--- src/rtl/mem_io_unit.sv ---
// ---------------------------------------------------------------------------
// mem_io_unit
//   Memory-stage consumer for the pipelined MIPS core. Each M-stage access is
//   routed to the synchronous data memory (ALUOutM[31] = 0) or to a small
//   memory-mapped I/O space (ALUOutM[31] = 1). The I/O space holds UART TX/RX
//   byte FIFOs, a status register and a free-running cycle counter. Load data
//   comes back one cycle after MemReadM, which matches the data-memory latency.
//
//   I/O map (ALUOutM[7:2], ALUOutM[1:0] ignored):
//     0x00 STATUS  read : {29'b0, tx_overflow, rx_not_empty, tx_not_full}
//     0x04 RXDATA  read : {24'b0, rx head}, pops the RX FIFO (0 if empty)
//     0x08 TXDATA  write: pushes WriteDataM[7:0] when MaskM[0] is set
//     0x10 CYCLES  read : cycle counter; any store clears it
//
// Ports:
//   clk, reset    system clock, asynchronous active-high reset
//   ALUOutM       M-stage byte address
//   WriteDataM    M-stage store data
//   MaskM         byte write enables (any bit set = store)
//   MemReadM      M-stage load strobe
//   ReadDataM     load data, valid the cycle after MemReadM
//   dmem_*        synchronous data-memory interface (1-cycle read latency)
//   tx_*          UART transmitter handshake (FIFO head out)
//   rx_*          UART receiver handshake (FIFO tail in)
// ---------------------------------------------------------------------------

// ---------------------------------------------------------------------------
// mem_io_fifo
//   Byte FIFO used for both UART directions. A push while full is accepted
//   only if a pop happens in the same cycle (the pop frees the slot).
//
// Ports:
//   i_clk, i_reset  clock, asynchronous active-high reset (empties the FIFO)
//   i_push, i_wdata push request and data
//   i_pop           pop request (ignored while empty)
//   o_head          oldest entry
//   o_empty, o_full occupancy flags
// ---------------------------------------------------------------------------
module mem_io_fifo #(
    parameter int DEPTH = 4
) (
    input  logic       i_clk,
    input  logic       i_reset,
    input  logic       i_push,
    input  logic [7:0] i_wdata,
    input  logic       i_pop,
    output logic [7:0] o_head,
    output logic       o_empty,
    output logic       o_full
);

    localparam int PW = $clog2(DEPTH);
    localparam int CW = PW + 1;

    logic [7:0]    r_mem [DEPTH];
    logic [PW-1:0] r_wr_ptr;
    logic [PW-1:0] r_rd_ptr;
    logic [CW-1:0] r_count;

    logic w_push_ok;
    logic w_pop_ok;

    assign o_empty   = (r_count == '0);
    assign o_full    = (r_count == CW'(DEPTH));
    assign o_head    = r_mem[r_rd_ptr];
    assign w_pop_ok  = i_pop & ~o_empty;
    // When full, the slot being popped this cycle is the one written.
    assign w_push_ok = i_push & (~o_full | w_pop_ok);

    always_ff @(posedge i_clk) begin
        if (w_push_ok) begin
            r_mem[r_wr_ptr] <= i_wdata;
        end
    end

    // Pointers wrap naturally because DEPTH is a power of two.
    always_ff @(posedge i_clk or posedge i_reset) begin
        if (i_reset) begin
            r_wr_ptr <= '0;
            r_rd_ptr <= '0;
            r_count  <= '0;
        end else begin
            if (w_push_ok) begin
                r_wr_ptr <= r_wr_ptr + PW'(1);
            end
            if (w_pop_ok) begin
                r_rd_ptr <= r_rd_ptr + PW'(1);
            end
            case ({w_push_ok, w_pop_ok})
                2'b10:   r_count <= r_count + CW'(1);
                2'b01:   r_count <= r_count - CW'(1);
                default: r_count <= r_count;
            endcase
        end
    end

endmodule

module mem_io_unit #(
    parameter int FIFO_DEPTH = 4,
    parameter int DMEM_AW    = 12
) (
    input  logic               clk,
    input  logic               reset,
    input  logic [31:0]        ALUOutM,
    input  logic [31:0]        WriteDataM,
    input  logic [3:0]         MaskM,
    input  logic               MemReadM,
    output logic [31:0]        ReadDataM,
    output logic [DMEM_AW-1:0] dmem_addr,
    output logic [3:0]         dmem_we,
    output logic [31:0]        dmem_wdata,
    input  logic [31:0]        dmem_rdata,
    output logic [7:0]         tx_data,
    output logic               tx_valid,
    input  logic               tx_ready,
    input  logic [7:0]         rx_data,
    input  logic               rx_valid,
    output logic               rx_ready
);

    // Word offsets within the I/O page (ALUOutM[7:2]).
    localparam logic [5:0] REG_STATUS = 6'h00;
    localparam logic [5:0] REG_RXDATA = 6'h01;
    localparam logic [5:0] REG_TXDATA = 6'h02;
    localparam logic [5:0] REG_CYCLES = 6'h04;

    // Registered state
    logic        r_sel_q;
    logic [31:0] r_io_rdata_q;
    logic        r_tx_ovf;
    logic [31:0] r_cycles;

    // Decode
    logic        w_io_sel;
    logic        w_store;
    logic [5:0]  w_reg;
    logic        w_io_rd;
    logic        w_status_rd;
    logic        w_rx_rd;
    logic        w_tx_wr;
    logic        w_cyc_clr;

    // FIFO interface
    logic [7:0]  w_tx_head;
    logic        w_tx_empty;
    logic        w_tx_full;
    logic        w_tx_pop;
    logic        w_tx_ovf_evt;
    logic [7:0]  w_rx_head;
    logic        w_rx_empty;
    logic        w_rx_full;
    logic        w_rx_push;
    logic        w_rx_pop;

    logic [31:0] w_io_rdata;
    logic        w_unused;

    // Only some address bits are decoded; the rest are don't-care.
    assign w_unused    = ^ALUOutM;

    assign w_io_sel    = ALUOutM[31];
    assign w_store     = |MaskM;
    assign w_reg       = ALUOutM[7:2];
    assign w_io_rd     = w_io_sel & MemReadM;
    assign w_status_rd = w_io_rd & (w_reg == REG_STATUS);
    assign w_rx_rd     = w_io_rd & (w_reg == REG_RXDATA);
    assign w_tx_wr     = w_io_sel & MaskM[0] & (w_reg == REG_TXDATA);
    assign w_cyc_clr   = w_io_sel & w_store & (w_reg == REG_CYCLES);

    // Data-memory side: stores into I/O space never reach memory.
    assign dmem_addr   = ALUOutM[DMEM_AW+1:2];
    assign dmem_we     = w_io_sel ? 4'b0000 : MaskM;
    assign dmem_wdata  = WriteDataM;

    // TX direction
    assign tx_valid     = ~w_tx_empty;
    assign tx_data      = w_tx_head;
    assign w_tx_pop     = ~w_tx_empty & tx_ready;
    // A full FIFO still takes the byte when a pop happens in the same cycle.
    assign w_tx_ovf_evt = w_tx_wr & w_tx_full & ~w_tx_pop;

    mem_io_fifo #(
        .DEPTH (FIFO_DEPTH)
    ) u_tx_fifo (
        .i_clk   (clk),
        .i_reset (reset),
        .i_push  (w_tx_wr),
        .i_wdata (WriteDataM[7:0]),
        .i_pop   (w_tx_pop),
        .o_head  (w_tx_head),
        .o_empty (w_tx_empty),
        .o_full  (w_tx_full)
    );

    // RX direction
    assign rx_ready  = ~w_rx_full;
    assign w_rx_push = rx_valid & ~w_rx_full;
    assign w_rx_pop  = w_rx_rd & ~w_rx_empty;

    mem_io_fifo #(
        .DEPTH (FIFO_DEPTH)
    ) u_rx_fifo (
        .i_clk   (clk),
        .i_reset (reset),
        .i_push  (w_rx_push),
        .i_wdata (rx_data),
        .i_pop   (w_rx_pop),
        .o_head  (w_rx_head),
        .o_empty (w_rx_empty),
        .o_full  (w_rx_full)
    );

    // I/O read mux, sampled from pre-edge state.
    always_comb begin
        w_io_rdata = '0;
        if (w_io_rd) begin
            case (w_reg)
                REG_STATUS: w_io_rdata = {29'b0, r_tx_ovf, ~w_rx_empty, ~w_tx_full};
                REG_RXDATA: w_io_rdata = w_rx_empty ? 32'h0 : {24'b0, w_rx_head};
                REG_CYCLES: w_io_rdata = r_cycles;
                default:    w_io_rdata = '0;
            endcase
        end
    end

    always_ff @(posedge clk or posedge reset) begin
        if (reset) begin
            r_sel_q      <= 1'b0;
            r_io_rdata_q <= '0;
            r_tx_ovf     <= 1'b0;
            r_cycles     <= '0;
        end else begin
            r_sel_q      <= w_io_rd;
            r_io_rdata_q <= w_io_rdata;
            // Overflow set beats a same-cycle STATUS read clear.
            if (w_tx_ovf_evt) begin
                r_tx_ovf <= 1'b1;
            end else if (w_status_rd) begin
                r_tx_ovf <= 1'b0;
            end
            r_cycles <= w_cyc_clr ? 32'h0 : (r_cycles + 32'd1);
        end
    end

    assign ReadDataM = r_sel_q ? r_io_rdata_q : dmem_rdata;

endmodule

--- config.mk ---
export PLATFORM = sky130hd
export DESIGN_NAME = mem_io_unit
export DESIGN_NICKNAME = d
export VERILOG_FILES = /design/src/rtl/mem_io_unit.sv
export SDC_FILE = /design/constraint.sdc
export NUM_CORES = 1
export LEC_CHECK = 0
export CAP_MARGIN = 0
export CORE_MARGIN = 2
export CORE_UTILIZATION = 43
export DETAILED_ROUTE_END_ITERATION = 8
export GPL_TIMING_DRIVEN = 0
export PLACE_DENSITY = 0.88
export SYNTH_ARGS = -nofsm -noshare
export SYNTH_HDL_FRONTEND = slang
export SYNTH_SLANG_ARGS = --single-unit
export TNS_END_PERCENT = 10
--- constraint.sdc ---
create_clock -name clk -period 2.7 [get_ports clk]
set_input_delay 0.54 -clock clk [delete_from_list [all_inputs] [get_ports clk]]
set_output_delay 0.54 -clock clk [all_outputs]
set_load 0.05 [all_outputs]
After elaboration in Yosys (flattened, before gate mapping)
Memories as Yosys holds them, arrays and structs flattened.
Cells that the tools add are included.
W data, S select, Z words.
{"block": "totals", "ff_bits": 80, "mem_bits_rw": 64, "in_bits": 113, "out_inout_bits": 90, "wordCells": 74, "mem_count": 2}
{"memory": "u_rx_fifo.r_mem", "depth": 4, "width": 8, "rd": 1, "rd_clocked_by_memory_dff": 0, "write_ports": 1, "line": "55", "source": "logic [7:0] r_mem [DEPTH];"}
{"memory": "u_tx_fifo.r_mem", "depth": 4, "width": 8, "rd": 1, "rd_clocked_by_memory_dff": 0, "write_ports": 1, "line": "55"}
{"block": "op_classes", "n_addsub": 9, "n_eq_ne": 9, "mux": 14, "bitwise_logic": 23, "n_reduce_logical": 7}
{"cell": "$mux W32", "count": 3}
{"cell": "$pmux W32 S3", "count": 1}
{"cell": "$add A32 B1 Y32 const B", "count": 1}
{"cell": "$and A1 B1 Y1", "count": 16}
{"cell": "$pmux W3 S2", "count": 2}
{"cell": "$add A2 B1 Y2 const B", "count": 4}
{"cell": "$mux W8", "count": 1}
{"cell": "$add A3 B1 Y3 const B", "count": 2}
{"cell": "$eq A3 B3 Y1 const B", "count": 2}
{"cell": "$eq A6 B1 Y1 const B", "count": 1}
{"cell": "$eq A6 B2 Y1 const B", "count": 1}
{"cell": "$eq A6 B3 Y1 const B", "count": 1}
{"cell": "$logic_not A3 Y1", "count": 2}
{"cell": "$logic_not A6 Y1", "count": 1}
{"cell": "$mux W1", "count": 6}
{"cell": "$reduce_bool A2 Y1", "count": 3}
{"cell": "$sub A3 B1 Y3 const B", "count": 2}
{"cell": "$not A1 Y1", "count": 5}
{"cell": "$eq A2 B1 Y1 const B", "count": 2}
{"cell": "$eq A2 B2 Y1 const B", "count": 2}
{"cell": "$mux W4", "count": 1}
{"cell": "$reduce_or A4 Y1", "count": 1}
{"cell": "$or A1 B1 Y1", "count": 2}

Depth between registers and ports, before layout
Gate-level depths: netlist (run 1).
{"block": "depth", "ltp_word": 8, "ltp_mapped": 11, "mapped_depth_nobuf": 11}

Modules after synthesis
A second synthesis (run 1) with hierarchy kept.
{"block": "unflattened", "cells_unflattened": 548, "hier_area_um2": 6941.7}
{"mod": "mem_io_unit", "instances": 1, "cells_each": 371, "area_each_um2": 3674.8}
{"mod": "mem_io_fifo at u_tx_fifo", "instances": 1, "cells_each": 96, "area_each_um2": 1675.4}
{"mod": "mem_io_fifo at u_rx_fifo", "instances": 1, "cells_each": 81, "area_each_um2": 1591.5}

Worst setup path before layout (run 1)
No wires, ideal clock.
{"block": "synth_path", "path_type": "input to register", "startpoint": "input port ALUOutM[5]", "endpoint": "register u_rx_fifo.r_count[2]", "setup_time_ns": 0.079, "arrival_ns": 2.491, "t_required_ns": 2.621, "slack_ns": 0.130, "cell_stages": 10, "n_path_buf": 0, "path_cell_list": "nor3_1 -> nand2b_1 -> nor4_4 -> and2_1 -> ha_1 -> inv_1 -> fa_1 -> xor2_1 -> nor2_1 -> xor2_1"}
{"block": "synth_between", "elab_chain_cells": 8, "elab_cells_between_ends": 10, "classes_between": "3 x eq/ne; 1 x mux; 5 x bitwise; 1 x reduce/logical"}
{"element": "start: declaration", "line": "105", "source": "input logic [31:0] ALUOutM,"}
{"element": "$eq A6 B1 Y1 *", "line": "167", "source": "assign w_rx_rd = w_io_rd & (w_reg == REG_RXDATA);"}
{"element": "$and A1 B1 Y1 *", "line": "167"}
{"element": "$and A1 B1 Y1 *", "line": "199", "source": "assign w_rx_pop = w_rx_rd & ~w_rx_empty;"}
{"element": "$and A1 B1 Y1 *", "line": "66", "source": "assign w_pop_ok = i_pop & ~o_empty;"}
{"element": "named net u_rx_fifo.w_pop_ok", "line": "61", "source": "logic w_pop_ok;"}
{"element": "$or A1 B1 Y1", "line": "68", "source": "assign w_push_ok = i_push & (~o_full | w_pop_ok);"}
{"element": "$and A1 B1 Y1", "line": "68"}
{"element": "$eq A2 B1 Y1 or $eq A2 B2 Y1 (tied branches)", "line": "89", "source": "case ({w_push_ok, w_pop_ok})"}
{"element": "$pmux W3 S2 or $reduce_bool A2 Y1 (tied branches)"}
{"element": "end signal: assignment", "line": "90", "source": "2'b10: r_count <= r_count + CW'(1);"}
{"element": "end signal: assignment", "line": "91", "source": "2'b01: r_count <= r_count - CW'(1);"}
{"element": "end signal: assignment", "line": "92", "source": "default: r_count <= r_count;"}
{"element": "end: declaration", "line": "58", "source": "logic [CW-1:0] r_count;"}
The timed path passes the listed nets; every way through them passes the cells marked *.
A chain may end at the register's enable or synchronous reset.

Worst setup path in the final report (run 1)
{"block": "layout_path", "startpoint": "input port ALUOutM[6]", "endpoint": "register u_rx_fifo.r_count[2]"}
The elaborated chain is that of the path after synthesis.

==> impl_results.md, run 1 <==
- Worst-Margin Slew: 556 ps
- H-tree depth: 4
- Drt first pass iters: 4
- Die height: 129 um
- GP Congestion: 0.849
- Clk root buf: clkbuf_16
- CTS buffer count: 17
- Worst-case clock skew: 10.8 ps
- Total Nets Final: 803
- Pleak: 3.88 nW
- Final hold viol count: 0
- Placed inst area: 8490 um^2
- Routed length per placed instance: 17.0 um
- Initial antenna violation count: 0
- CP endpoint kind: register
- Yosys cell types: 40
- Fill cell count: 1,149
- Area of the multi-input gates: 2300 um^2
- Final period util: 97.6%
- Layout cell share with drive strength beyond 1: 22.2%
- Final instance area: 9070 um^2
- Vias in the first global route: 4,846
- Worst VDD drop: 0.483 mV
- Synthesis-to-finish area growth: 35.3%
- Dpl cells: 845
- Fin Setup TNS: 0 ps
- Clk Latency, worst-skew pair: 430 ps
- Sink Count: 144
- P per Cell Area: 776 nW/um^2
- # port buffers: 153
- Worst EP arrival: 2980 ps
- DP Worst Slack: -600 ps
- Commonest cells after routing, fill and taps aside: clkdlybuf4s50_1, dfrtp_1, edfxtp_1, buf_4, nor2_1
- Overall Power: 7.04 mW
- Rows: 45
- Via count: 4,544
- First-pass GRT wire length: 23,600 um
- GR Overflow Total: 0
- Hold buffers post-CTS: 0
- Syn_nets: 629
- Clock Pin Slew Worst Setup and Hold Paths: 60 ps
- Final Setup Violations: 0
- Syn avg cell area: 13.3 um^2
- Synthesized area: 6700 um^2
- CP required: 3040 ps
- Worst hold slack: 498 ps
- Vias per cell: 5.18
- Max-cap violations: 0
- WS Path Type: in2reg
- DP Wirelength: 10,800 um
- Std-Cell Core Area: 15,200 um^2
- Slew HR: 62.7%
- Final Util: 59.7%
- Remaining antenna violation count: 0
- Initial DRC Count: 289
- Status: complete, no violations
- Max clock buf depth: 2
- Register area share after synthesis: 58.6%
- Min Tclk post-route: 2640 ps
- Setup ws final: 63.5 ps
- Non-Filler Instances: 878
- Number of synthesized register bits: 144
- CP Launch Type: input port
- Mapped Cells: 503
- Sequential Area: 3930 um^2
- I/O Pins: 203
- Largest net degree at the start of global routing: 44
- Worst hold path class: in2async
- CTS tree: built
- WL final: 14,900 um
- GRT Util Overall: 18.7%
- Yosys warnings: 0
- Die W: 129 um
- R2r worst-path depth: 11
- Leading cell type in the layout, fill and taps excluded: clkdlybuf4s50_1
- Fin. max-slew vios: 0
- Starting Density: 44.1%
- Detailed-route DRC error count: 0
- Ant diodes: 0
- Max Clk Rate: 379 MHz
- Die area: 16,600 um^2
- Crit Path Max Fanout: 3
## what timing repair did
| action | 4_1_cts | 5_1_grt |
|---|---|---|
| setup buffers | 0 | 4 |
| resized for setup | 45 | 11 |
| pin swaps | 0 | 2 |
| endpoints found under the setup margin | 43 | 61 |
## critical path, stage by stage
cell             delay (ps)
clkdlybuf4s50_1         450
nor3_2                  230
nand2b_1                160
nor4_4                  370
and2_4                  210
ha_1                    180
inv_1                    60
fa_1                    370
xor2_1                  150
nor2_1                  110
xor2_1                  140
## cell families after synthesis
| kind of cell | share of synthesized area (%) |
|---|---|
| simple gates | 13.3 |
| flops | 58.6 |
| buf+inv | 7.47 |
| mux | 11.2 |
| xor+xnor | 5.10 |
| compound gates | 1.74 |
| fa+ha+maj | 2.65 |
## path summary, 6_finish.rpt
kind                                 startpoint                    to  slack [ps]
setup / recovery                     ALUOutM[6]  u_rx_fifo.r_count[2]          60
hold / removal                            reset          r_cycles[10]         500
setup reg to reg           u_tx_fifo.r_count[0]  u_tx_fifo.r_count[2]         470
max in group asynchronous                 reset          r_cycles[27]        1610
hold reg to reg            u_rx_fifo.r_count[2]  u_rx_fifo.r_count[2]         500
min in group clk           u_rx_fifo.r_count[2]  u_rx_fifo.r_count[2]         500
## power by group
group / internal [mW] / switching, mW
clock: 1.36 / 0.903
combinational: 0.741 / 1.07
sequential: 2.63 / 0.336
## Yosys cell counts
| cell | instances | area [um^2] |
|---|---|---|
| buf_6 | 2 | 22.5 |
| nor4_4 | 2 | 42.5 |
| ha_1 | 11 | 138 |
| and4_2 | 1 | 10.0 |
| nand4_4 | 1 | 21.3 |
| edfxtp_1 | 64 | 1920 |
| and4_1 | 2 | 17.5 |
| and2b_2 | 1 | 8.76 |
| clkbuf_1 | 11 | 41.3 |
| or4_1 | 1 | 7.51 |
| dfrtp_1 | 80 | 2000 |
| buf_1 | 4 | 15.0 |
| and3_1 | 37 | 231 |
| and3_2 | 1 | 7.51 |
| nor2b_1 | 7 | 43.8 |
| a21oi_1 | 4 | 20.0 |
| or3_1 | 4 | 25.0 |
| fa_1 | 2 | 40.0 |
| a222oi_1 | 2 | 20.0 |
| and4bb_2 | 1 | 12.5 |
| mux2_2 | 33 | 372 |
| xnor2_1 | 14 | 123 |
| nand4_1 | 13 | 81.3 |
| xor2_1 | 25 | 219 |
| mux2i_1 | 2 | 20.0 |
| nand3_1 | 12 | 60.1 |
| a22o_1 | 1 | 8.76 |
| nor3_1 | 6 | 30.0 |
| buf_2 | 4 | 20.0 |
| inv_1 | 15 | 56.3 |
| o21ai_1 | 1 | 5.00 |
| nand2_1 | 12 | 45.0 |
| and2_1 | 12 | 75.1 |
| buf_4 | 46 | 345 |
| a22oi_1 | 5 | 37.5 |
| mux4_2 | 16 | 360 |
| nor2_1 | 41 | 154 |
| nand2b_1 | 1 | 6.26 |
| o21ai_0 | 5 | 25.0 |
| nand3_2 | 1 | 10.0 |
## state kept, by name, indices dropped and copies added, names as in the netlist
name / count
u_rx_fifo.r_count: 3
u_tx_fifo.r_count: 3
u_tx_fifo.r_mem: 32
u_tx_fifo.r_wr_ptr: 2
r_io_rdata_q: 32
r_tx_ovf: 1
u_rx_fifo.r_wr_ptr: 2
u_rx_fifo.r_mem: 32
r_cycles: 32
u_rx_fifo.r_rd_ptr: 2
r_sel_q: 1
u_tx_fifo.r_rd_ptr: 2
## layer usage
metal  routed length (um)  track usage [%]
met5                    0                0
met4                  420             9.08
met3                  884             5.49
met2                 7680             31.8
met1                 5920             21.8
## cell type report
cell class	count	area share, %
flip-flops and latches	144	43.3
multi-input cells	277	25.3
repair buffers	158	17.0
plain buffers	64	4.88
clock buffers	19	4.77
well taps	188	2.59
clock inverters	13	1.53
inverters	15	0.648
No activity file was read; power rests on OpenSTA's default activity.
==> inputs of run 2 (changes only) <==
Settings changed: ABC_AREA set to 1, CORE_UTILIZATION 43 to 44, PLACE_DENSITY 0.88 to 0.89.
==> run 2 against run 1 <==
  * Global-route usage increased by 2.7 points
  * Sequential power down 3%
  * Critical path depth is 7 lower
  * Via count up 27%
  * Critical path type is now in2out
  * Highest routed layer unchanged
==> impl_results.md, run 2 <==
- Status: complete, no violations (unchanged)
- Yosys cell types: 33 (was 40)
- Min Tclk post-route: 2650 ps (was 2640 ps)
- Layout cell share with drive strength beyond 1: 15.7% (was 22.2%)
- Final hold viol count: 0 (unchanged)
- Pleak: 4.03 nW (was 3.88 nW)
- Vias per cell: 5.03 (was 5.18)
- CP endpoint kind: output pin (was register)
- Sink Count: 144 (unchanged)
- H-tree depth: 4 (unchanged)
- GRT Util Overall: 21.4% (was 18.7%)
- Area of the multi-input gates: 2510 um^2 (was 2300 um^2)
- Clock share of power: 30.5% (was 32.2%)
- Commonest cells after routing, fill and taps aside: nand2_1, nor2_1, clkdlybuf4s50_1, dfrtp_1, edfxtp_1 (was clkdlybuf4s50_1, dfrtp_1, edfxtp_1, buf_4, nor2_1)
- Ant diodes: 0 (unchanged)
- Syn avg cell area: 9.50 um^2 (was 13.3 um^2)
- Synthesis-to-finish area growth: 32.8% (was 35.3%)
- Clock Pin Slew Worst Setup and Hold Paths: 50 ps (was 60 ps)
- Worst-case clock skew: 5.76 ps (was 10.8 ps)
- Routed length per placed instance: 15.3 um (was 17.0 um)
- Rows: 46 (was 45)
- Sequential Area: 3920 um^2 (was 3930 um^2)
- Max clock buf depth: 2 (unchanged)
- Max Clk Rate: 377 MHz (was 379 MHz)
- Worst EP arrival: 2110 ps (was 2980 ps)
- DP Wirelength: 13,100 um (was 10,800 um)
- Leading cell type in the layout, fill and taps excluded: nand2_1 (was clkdlybuf4s50_1)
- Fin Setup TNS: 0 ps (unchanged)
- RSZ-0062 raised after global routing: true
- WL final: 17,600 um (was 14,900 um)
- Register area share after synthesis: 55.2% (was 58.6%)
- Starting Density: 44.9% (was 44.1%)
- CTS buffer count: 17 (unchanged)
- Placed inst area: 8930 um^2 (was 8490 um^2)
- Mapped Cells: 749 (was 503)
- Synth Flop Type: dfrtp_1 (unchanged)
- Most common cell in the netlist: nand2_1 (was dfrtp_1)
- Net Sw Power: 2.64 mW (was 2.31 mW)
- P per Cell Area: 777 nW/um^2 (was 776 nW/um^2)
- Largest net degree at the start of global routing: 69 (was 44)
- Clk root buf: clkbuf_16 (unchanged)
- Area share of the largest cell type after synthesis: 28.1% (was 29.9%)
- WS Path Type: in2out (was in2reg)
- GR Util met1: 27.0% (was 21.8%)
- Crit Path Max Fanout: 2 (was 3)
- # port buffers: 152 (was 153)
- Die area: 17,200 um^2 (was 16,600 um^2)
- Hold buffers post-CTS: 0 (unchanged)
- Total Nets Final: 1,047 (was 803)
- Number of synthesized register bits: 144 (unchanged)
- Die height: 131 um (was 129 um)
- Initial DRC Count: 577 (was 289)
- First-pass GRT wire length: 29,100 um (was 23,600 um)
- GR Layer Usage met2: 35.4% (was 31.8%)
- Fin. max-slew vios: 0 (unchanged)
- Top post-synthesis cells by count: nand2_1, nor2_1, dfrtp_1 (was dfrtp_1, edfxtp_1, buf_4)
- Combinational power share: 30.5% (was 25.7%)
- CTS tree: built (unchanged)
- Remaining antenna violation count: 0 (unchanged)
- CP Launch Type: input port (unchanged)
- Final period util: 98.1% (was 97.6%)
- Final Setup Violations: 0 (unchanged)
- Initial antenna violation count: 0 (unchanged)
- Slew HR: 46.2% (was 62.7%)
- Vias in the first global route: 5,808 (was 4,846)
- Post-synth top area cell: dfrtp_1 (unchanged)
- Share of flip-flops with an asynchronous set or reset: 55.6% (unchanged)
- R2r worst-path depth: 8 (was 11)
- Met3 usage: 5.90% (was 5.49%)
- Worst-Margin Slew: 803 ps (was 556 ps)
- Fill cell count: 1,308 (was 1,149)
- EDFF count, synth: 64 (unchanged)
- Top cells by area, synth: dfrtp_1, edfxtp_1, nand2_1 (was dfrtp_1, edfxtp_1, mux2_2)
- Sw frac: 36.0% (was 32.8%)
- Worst hold path class: in2async (unchanged)
- Top Usage Layer GRT: met2 (unchanged)
- Max-cap violations: 0 (unchanged)
- Yosys warnings: 0 (unchanged)
- Detailed-route DRC error count: 0 (unchanged)
- Power Internal: 4.70 mW (was 4.73 mW)
- Die W: 131 um (was 129 um)
- CP required: 2160 ps (was 3040 ps)
- Seq pwr share: 39.0% (was 42.1%)
- Via count: 5,789 (was 4,544)
- Final instance area: 9450 um^2 (was 9070 um^2)
- Std-Cell Core Area: 15,800 um^2 (was 15,200 um^2)
- Worst VDD drop: 0.546 mV (was 0.483 mV)
- GP Congestion: 0.958 (was 0.849)
- I/O Pins: 203 (unchanged)
- Post-CTS Setup Repair Bufs: 0 (unchanged)
- Synthesized area: 7110 um^2 (was 6700 um^2)
- Drt first pass iters: 5 (was 4)
- GR Overflow Total: 0 (unchanged)
- Syn_nets: 875 (was 629)
- Clk Latency, worst-skew pair: 430 ps (about the same)
[run 2: critical path: stages]
cell and delay (ps):
clkdlybuf4s50_1 490, inv_1 70, nor2_1 170, clkdlybuf4s50_1 840
[run 2: worst paths after layout]
check                                          start                   end  slack (ps)
worst min register to register  u_rx_fifo.r_count[2]  u_rx_fifo.r_count[2]         520
max in group asynchronous                      reset       r_io_rdata_q[5]        1730
worst max-delay path                        MaskM[2]            dmem_we[2]          50
min in group clk                u_rx_fifo.r_count[2]  u_rx_fifo.r_count[2]         520
worst max register to register  u_rx_fifo.r_count[0]  u_rx_fifo.r_count[1]         550
worst min-delay path                           reset      r_io_rdata_q[16]         380
[run 2: stage by stage]
| stage | power (mW) | hold slack [ps] | util [%] | setup WS (ps) | std cells |
|---|---|---|---|---|---|
| after floorplan | 4.42 | 469 | - | 108 | 749 |
| after global placement | 5.10 | 486 | 56.3 | -1120 | 1117 |
| after detailed placement | 5.20 | 506 | 56.5 | -367 | 1118 |
| after CTS | 7.40 | 368 | 59.9 | 6.27 | 1150 |
| after global routing | 7.71 | 387 | 59.7 | -69.5 | 1150 |
| final | 7.34 | 376 | 59.7 | 50.7 | 1150 |
[run 2: layout make-up]
type,count,area share (%)
multi-input cells,476,26.6
clock buffers,20,4.73
well taps,216,2.86
clock inverters,12,1.26
repair buffers,153,15.7
flip-flops and latches,144,41.5
plain buffers,63,4.65
inverters,66,2.70
[run 2: cell families (layout without fill, tap and decap cells)]
group	count (synthesis)	after routing	share of synthesized area, %
XOR/XNOR	13	13	1.60
AO/OA/AOI/OAI	84	84	6.07
buffers and inverters	129	314	9.60
multiplexers	32	32	5.07
flip-flops	144	144	55.2
AND/OR/NAND/NOR	334	334	20.0
adder cells (fa/ha/maj)	13	13	2.50
[run 2: what timing repair did]
action / 4_1_cts / 5_1_grt
cloned: 0 / 0
gates resized for setup: 57 / 15
endpoints found under the setup margin: 38 / 19
[run 2: layer usage]
metal | vias to the layer above | wire [um]
met1 | 2741 | 7020
met5 | - | 0
met2 | 264 | 8760
met3 | 29 | 1510
met4 | 0 | 359
li1 | 2755 | -
[run 2: power by group through the flow]
stage	clock network, mW	logic [mW]	registers, mW
2_1_floorplan	0	1.61	2.82
5_1_grt	2.37	2.44	2.89
4_1_cts	2.26	2.28	2.85
6_report	2.24	2.24	2.86
3_5_place_dp	0	2.31	2.89
3_3_place_gp	0	2.23	2.87
